$ cat src/rtl/pq_array.sv
// Sorted priority-queue array: ascending by data, FIFO among equal data, head in slot 0.
// Define PQ_DROP_EN to build the remove-by-id (drop) logic; without it drop_* inputs are ignored.
module pq_array #(
    parameter int TW    = 16,
    parameter int IW    = 4,
    parameter int DEPTH = 8
) (
    input  logic                       clk_i,
    input  logic                       rst_ni,
    input  logic                       push_valid_i,
    output logic                       push_ready_o,
    input  logic [TW-1:0]              push_data_i,
    input  logic [IW-1:0]              push_id_i,
    input  logic                       pop_i,
    output logic                       peek_vld_o,
    output logic [TW-1:0]              peek_data_o,
    output logic [IW-1:0]              peek_id_o,
    input  logic                       drop_i,
    input  logic [IW-1:0]              drop_id_i,
    output logic                       drop_done_o,
    output logic                       drop_hit_o,
    output logic                       full_o,
    output logic [$clog2(DEPTH+1)-1:0] count_o
);
    localparam int CW = $clog2(DEPTH+1);

    logic          vld_q  [DEPTH];
    logic [TW-1:0] data_q [DEPTH];
    logic [IW-1:0] id_q   [DEPTH];
    logic          vld_b  [DEPTH];
    logic [TW-1:0] data_b [DEPTH];
    logic [IW-1:0] id_b   [DEPTH];
    logic          vld_n  [DEPTH];
    logic [TW-1:0] data_n [DEPTH];
    logic [IW-1:0] id_n   [DEPTH];
    logic [CW-1:0] count_q;
    logic          drop_done_q, drop_hit_q;
    logic          push_acc, pop_acc, drop_acc, drop_rm, rm;
    int            drop_idx, rm_idx, ins_pos;

    // Push handshake: a push transfers on a cycle where push_valid_i and push_ready_o are both high;
    // ready only drops when full and no pop frees the head slot in the same cycle.
    assign full_o       = (count_q == CW'(DEPTH));
    assign push_ready_o = !full_o | pop_i;
    assign push_acc     = push_valid_i & push_ready_o;
    assign pop_acc      = pop_i & vld_q[0];

`ifdef PQ_DROP_EN
    logic drop_hit;
    assign drop_acc = drop_i & !push_acc & !pop_acc;

    // Scan from the top so the lowest matching slot wins.
    always_comb begin
        drop_hit = 1'b0;
        drop_idx = 0;
        for (int i = DEPTH-1; i >= 0; i--) begin
            if (vld_q[i] && (id_q[i] == drop_id_i)) begin
                drop_hit = 1'b1;
                drop_idx = i;
            end
        end
    end
    assign drop_rm = drop_acc & drop_hit;
`else
    logic unused_drop;
    assign unused_drop = ^{drop_i, drop_id_i};
    assign drop_acc    = 1'b0;
    assign drop_rm     = 1'b0;
    assign drop_idx    = 0;
`endif

    // Removal stage: compact everything above the removed slot down by one.
    always_comb begin
        rm     = pop_acc | drop_rm;
        rm_idx = pop_acc ? 0 : drop_idx;
        for (int i = 0; i < DEPTH-1; i++) begin
            if (rm && (i >= rm_idx)) begin
                vld_b[i]  = vld_q[i+1];
                data_b[i] = data_q[i+1];
                id_b[i]   = id_q[i+1];
            end else begin
                vld_b[i]  = vld_q[i];
                data_b[i] = data_q[i];
                id_b[i]   = id_q[i];
            end
        end
        vld_b[DEPTH-1]  = rm ? 1'b0 : vld_q[DEPTH-1];
        data_b[DEPTH-1] = rm ? '0 : data_q[DEPTH-1];
        id_b[DEPTH-1]   = rm ? '0 : id_q[DEPTH-1];
    end

    // Insertion stage: new entry lands after every entry with data <= its own.
    always_comb begin
        ins_pos = 0;
        for (int i = 0; i < DEPTH; i++) begin
            if (vld_b[i] && (data_b[i] <= push_data_i)) ins_pos = ins_pos + 1;
        end
        vld_n  = vld_b;
        data_n = data_b;
        id_n   = id_b;
        if (push_acc) begin
            if (ins_pos == 0) begin
                vld_n[0]  = 1'b1;
                data_n[0] = push_data_i;
                id_n[0]   = push_id_i;
            end
            for (int i = 1; i < DEPTH; i++) begin
                if (i == ins_pos) begin
                    vld_n[i]  = 1'b1;
                    data_n[i] = push_data_i;
                    id_n[i]   = push_id_i;
                end else if (i > ins_pos) begin
                    vld_n[i]  = vld_b[i-1];
                    data_n[i] = data_b[i-1];
                    id_n[i]   = id_b[i-1];
                end
            end
        end
    end

    always_ff @(posedge clk_i or negedge rst_ni) begin
        if (!rst_ni) begin
            for (int i = 0; i < DEPTH; i++) begin
                vld_q[i]  <= 1'b0;
                data_q[i] <= '0;
                id_q[i]   <= '0;
            end
            count_q     <= '0;
            drop_done_q <= 1'b0;
            drop_hit_q  <= 1'b0;
        end else begin
            for (int i = 0; i < DEPTH; i++) begin
                vld_q[i]  <= vld_n[i];
                data_q[i] <= data_n[i];
                id_q[i]   <= id_n[i];
            end
            case ({push_acc, rm})
                2'b10:   count_q <= count_q + CW'(1);
                2'b01:   count_q <= count_q - CW'(1);
                default: count_q <= count_q;
            endcase
            drop_done_q <= drop_acc;
            drop_hit_q  <= drop_rm;
        end
    end

    assign peek_vld_o  = vld_q[0];
    assign peek_data_o = data_q[0];
    assign peek_id_o   = id_q[0];
    assign count_o     = count_q;
    assign drop_done_o = drop_done_q;
    assign drop_hit_o  = drop_hit_q;
endmodule
$ cat config.mk
export PLATFORM = sky130hd
export DESIGN_NAME = pq_array
export DESIGN_NICKNAME = d
export VERILOG_FILES = /design/src/rtl/pq_array.sv
export SDC_FILE = /design/constraint.sdc
export NUM_CORES = 1
export LEC_CHECK = 0
export CAP_MARGIN = 10
export CORE_ASPECT_RATIO = 0.75
export CORE_UTILIZATION = 48
export CTS_CLUSTER_SIZE = 28
export DETAILED_ROUTE_END_ITERATION = 16
export GPL_TIMING_DRIVEN = 0
export PLACE_DENSITY = 0.66
export SYNTH_ARGS = -nofsm -noshare
export SYNTH_HDL_FRONTEND = slang
export SYNTH_SLANG_ARGS = --single-unit
$ cat constraint.sdc
create_clock -name clk_i -period 9.64 [get_ports clk_i]
set_clock_uncertainty 0.1 [all_clocks]
set_input_delay 0.964 -clock clk_i [delete_from_list [all_inputs] [get_ports clk_i]]
set_output_delay 0.964 -clock clk_i [all_outputs]
set_load 0.005 [all_outputs]
==> summary.txt <==
Status
  • Result of the run: complete, no violations

Floorplan
  • Floorplan die width: 195 µm
  • Die Outline Area: 28700 µm²
  • Initial Util: 49.3%
  • Placeable core region: 27300 µm²
  • I/O pins: 58
  • Row Count: 52
  • Die H: 147 µm

Min path
  • Min-delay worst type: in -> async

Worst setup path
  • Critical path type: in -> reg
  • Worst-path cell with the longest stage delay: sky130_fd_sc_hd__clkbuf_2
  • Most frequent cell on the critical path: sky130_fd_sc_hd__ha_1
  • Startpoint Class: input pin
  • Arrival @ worst endpoint: 9.69 ns
  • Reg-to-Reg Start: peek_vld_o
  • Source of the critical timing path: pop_i
  • Largest fanout on the critical path: 13
  • Worst setup EP type: flip-flop
  • Required time of the critical path: 9.87 ns
  • Number of cells on the worst reg-to-reg path: 39
  • Max incr delay on CP: 0.49 ns

Cells and area
  • Net count reported at finish: 1838
  • Number of fill cells: 2503
  • Post-synthesis to final-layout area growth: 16.3%
  • Post-layout util: 57.3%
  • Share of cells above drive strength 1: 12.2%
  • Post-route cell area: 15600 µm²

Synth
  • Number of warnings issued by yosys: 0
  • Predominant post-synthesis flop cell: sky130_fd_sc_hd__dfrtp_1
  • Synth Register Bits: 172
  • Number of distinct library cells after synthesis: 79
  • Post-Synthesis Cell Area: 13400 µm²
  • Post-synth ARST share: 100%
  • Synth top cells by count: sky130_fd_sc_hd__nand2_1 (332), sky130_fd_sc_hd__dfrtp_1 (172), sky130_fd_sc_hd__ha_1 (138)
  • Post-synthesis cell count: 1581
  • Most frequently used cell type in the post-synthesis netlist: sky130_fd_sc_hd__nand2_1
  • Post-Syn Area per Cell: 8.50 µm²
  • Sequential share of the synthesized area: 32.0%
  • Area share of the largest cell type after synthesis: 32.0%
  • Number of enable flip-flop cells after synthesis: 0
  • Top post-synthesis cells by area: sky130_fd_sc_hd__dfrtp_1 (32%), sky130_fd_sc_hd__ha_1 (13%), sky130_fd_sc_hd__nand2_1 (9.3%)
  • Dominant cell type by area after synthesis: sky130_fd_sc_hd__dfrtp_1

GRT
  • Vias in the first global route: 12600
  • Met2 track utilization from global routing: 49.8%
  • Sum of overflow across all layers after global routing: 0
  • Initial antenna violation count: 1
  • Global-route total usage across every layer: 36.2%
  • Met1 layer usage reported by global route: 54.0%
  • Maximum number of pins on one net before global-route repair: 93
  • Layer carrying the most global-route usage: met1
  • Met3 track utilization from global routing: 10.0%
  • Wire length of the first global-routing pass: 77400 µm

STA
  • Final clock period utilization by the worst path: 98.1%
  • Max transition margin: 27.7%
  • Actual slew at the worst max-slew pin: 1.08 ns
  • Endpoints failing hold: 0
  • Maximum clock rate: 0.106 GHz
  • Sum Neg Setup Slack: 0 ns
  • Clock period minus final worst setup slack: 9.46 ns
  • Worst Hold Slack: 0.396 ns
  • Final setup vio count: 0
  • Max-slew violations: 0

Routing
  • Wire length reported by the detailed router: 52400 µm
  • Routed length per instance: 25.7 µm
  • Iteration-0 DRC count of the detailed router: 2086
  • Number of search-and-repair iterations in the first detailed-routing pass: 8
  • DRC violation count after routing: 0
  • Overall via count from detail_route: 13400
  • Antenna-violating nets left: 0
  • Routed vias/inst: 6.60

Placement
  • Post-DP HPWL: 40000 µm
  • Cell Area, Placed: 14400 µm²
  • Final weighted congestion of routability-driven global placement: 0.985
  • Port-buffer cells: 50

Clock network
  • Buffer levels on the longest clock path: 2
  • Clock sinks: 172
  • Clock latency at the later pin of the worst-skew pair: 0.45 ns
  • H-tree depth: 4
  • Clock tree from TritonCTS: yes
  • Library cell used as clock root buffer: sky130_fd_sc_hd__clkbuf_16
  • Hold buffer count at CTS: 0
  • Clock buffer count from CTS: 17
  • Reg clk slew, reported paths: 0.07 ns

Flow run
  • Number of maximum-capacitance constraint violations: 0
[logic make-up (layout without fill, tap and decap cells)]
family,count (synthesis),after routing,synth area share [%]
flip-flops,172,172,32.0
AO/OA/AOI/OAI,397,397,20.0
other,1,3,0.0279
AND/OR/NAND/NOR,565,565,19.0
buffers and inverters,180,281,5.95
multiplexers,105,105,8.01
adder cells (fa/ha/maj),140,140,13.1
XOR/XNOR,21,21,1.84
[worst max-delay path: cells and delay by family]
| family | cells | cell delay [ns] |
|---|---|---|
| adder cells (fa/ha/maj) | 7 | 2.09 |
| multiplexers | 2 | 0.54 |
| buffers and inverters | 9 | 1.59 |
| AO/OA/AOI/OAI | 9 | 2.10 |
| AND/OR/NAND/NOR | 12 | 2.19 |
| XOR/XNOR | 1 | 0.16 |
[area by class of cell]
cell class / instances / area, µm² / share of cell area, %
diodes: 1 / 2.50 / 0.0160
plain buffers: 107 / 628 / 4.02
clock buffers: 21 / 470 / 3.01
clock inverters: 11 / 211 / 1.35
inverters: 72 / 290 / 1.86
multi-input cells: 1230 / 8610 / 55.1
flip-flops and latches: 172 / 4310 / 27.5
well taps: 351 / 439 / 2.81
repair buffers: 70 / 676 / 4.32
[cell usage in the layout, fill, tap and decap left out, types with 9 or more instances in the layout]
| master | n |
|---|---|
| sky130_fd_sc_hd__ha_1 | 137 |
| sky130_fd_sc_hd__clkbuf_16 | 17 |
| sky130_fd_sc_hd__nand2_1 | 329 |
| sky130_fd_sc_hd__clkdlybuf4s50_1 | 47 |
| sky130_fd_sc_hd__nor2_1 | 39 |
| sky130_fd_sc_hd__nor3_1 | 35 |
| sky130_fd_sc_hd__a21oi_1 | 77 |
| sky130_fd_sc_hd__buf_4 | 44 |
| sky130_fd_sc_hd__inv_1 | 68 |
| sky130_fd_sc_hd__nand3_1 | 43 |
| sky130_fd_sc_hd__clkbuf_2 | 12 |
| sky130_fd_sc_hd__a21o_1 | 18 |
| sky130_fd_sc_hd__a221o_1 | 9 |
| sky130_fd_sc_hd__o21bai_1 | 9 |
| sky130_fd_sc_hd__mux2_2 | 15 |
| sky130_fd_sc_hd__clkbuf_1 | 29 |
| sky130_fd_sc_hd__mux2i_1 | 84 |
| sky130_fd_sc_hd__a221oi_1 | 17 |
| sky130_fd_sc_hd__o21ai_0 | 101 |
| sky130_fd_sc_hd__a22oi_1 | 19 |
| sky130_fd_sc_hd__nand2b_1 | 9 |
| sky130_fd_sc_hd__o21a_1 | 12 |
| sky130_fd_sc_hd__buf_2 | 22 |
| sky130_fd_sc_hd__dfrtp_1 | 171 |
| sky130_fd_sc_hd__o221a_2 | 9 |
| sky130_fd_sc_hd__and2_1 | 17 |
| sky130_fd_sc_hd__o22ai_1 | 25 |
| sky130_fd_sc_hd__a222oi_1 | 19 |
| sky130_fd_sc_hd__o211ai_1 | 10 |
| sky130_fd_sc_hd__nand4_1 | 27 |
[sequential cells by signal, indices dropped and copies added (netlist names)]
name and count:
data_q 112, id_q 28, peek_data_o 16, vld_q 7, count_o 4, peek_id_o 4, peek_vld_o 1
[metal layers]
metal	routed length, µm	share of wire [%]
met5	0	0
met4	1540	2.9
met3	6420	12
met2	21000	40
met1	23400	45
[timing repair]
item,in CTS,in global routing
setup endpoints to repair,168,168
setup buffers,4,15
cloned,0,0
gates resized for setup,48,74
pin swaps,0,7
[per-stage QoR]
step | std cells | setup slack [ns]
2_1_floorplan | 1582 | 0.463
3_3_place_gp | 1983 | -2.97
3_5_place_dp | 1984 | -3.15
4_1_cts | 2019 | 0.0248
5_1_grt | 2034 | -0.0653
6_report | 2035 | 0.180
[path summary, 6_finish.rpt]
check	end	slack, ns
max	data_q[91]	0.18
min	peek_data_o[11]	0.40
max reg2reg	data_q[91]	0.33
min reg2reg	count_o[3]	0.40
max in group asynchronous	id_q[6]	8.12
min in group clk_i	count_o[3]	0.40
Power is not shown: default switching activity piles up to over one toggle a cycle in this logic, so the estimate is an artifact.
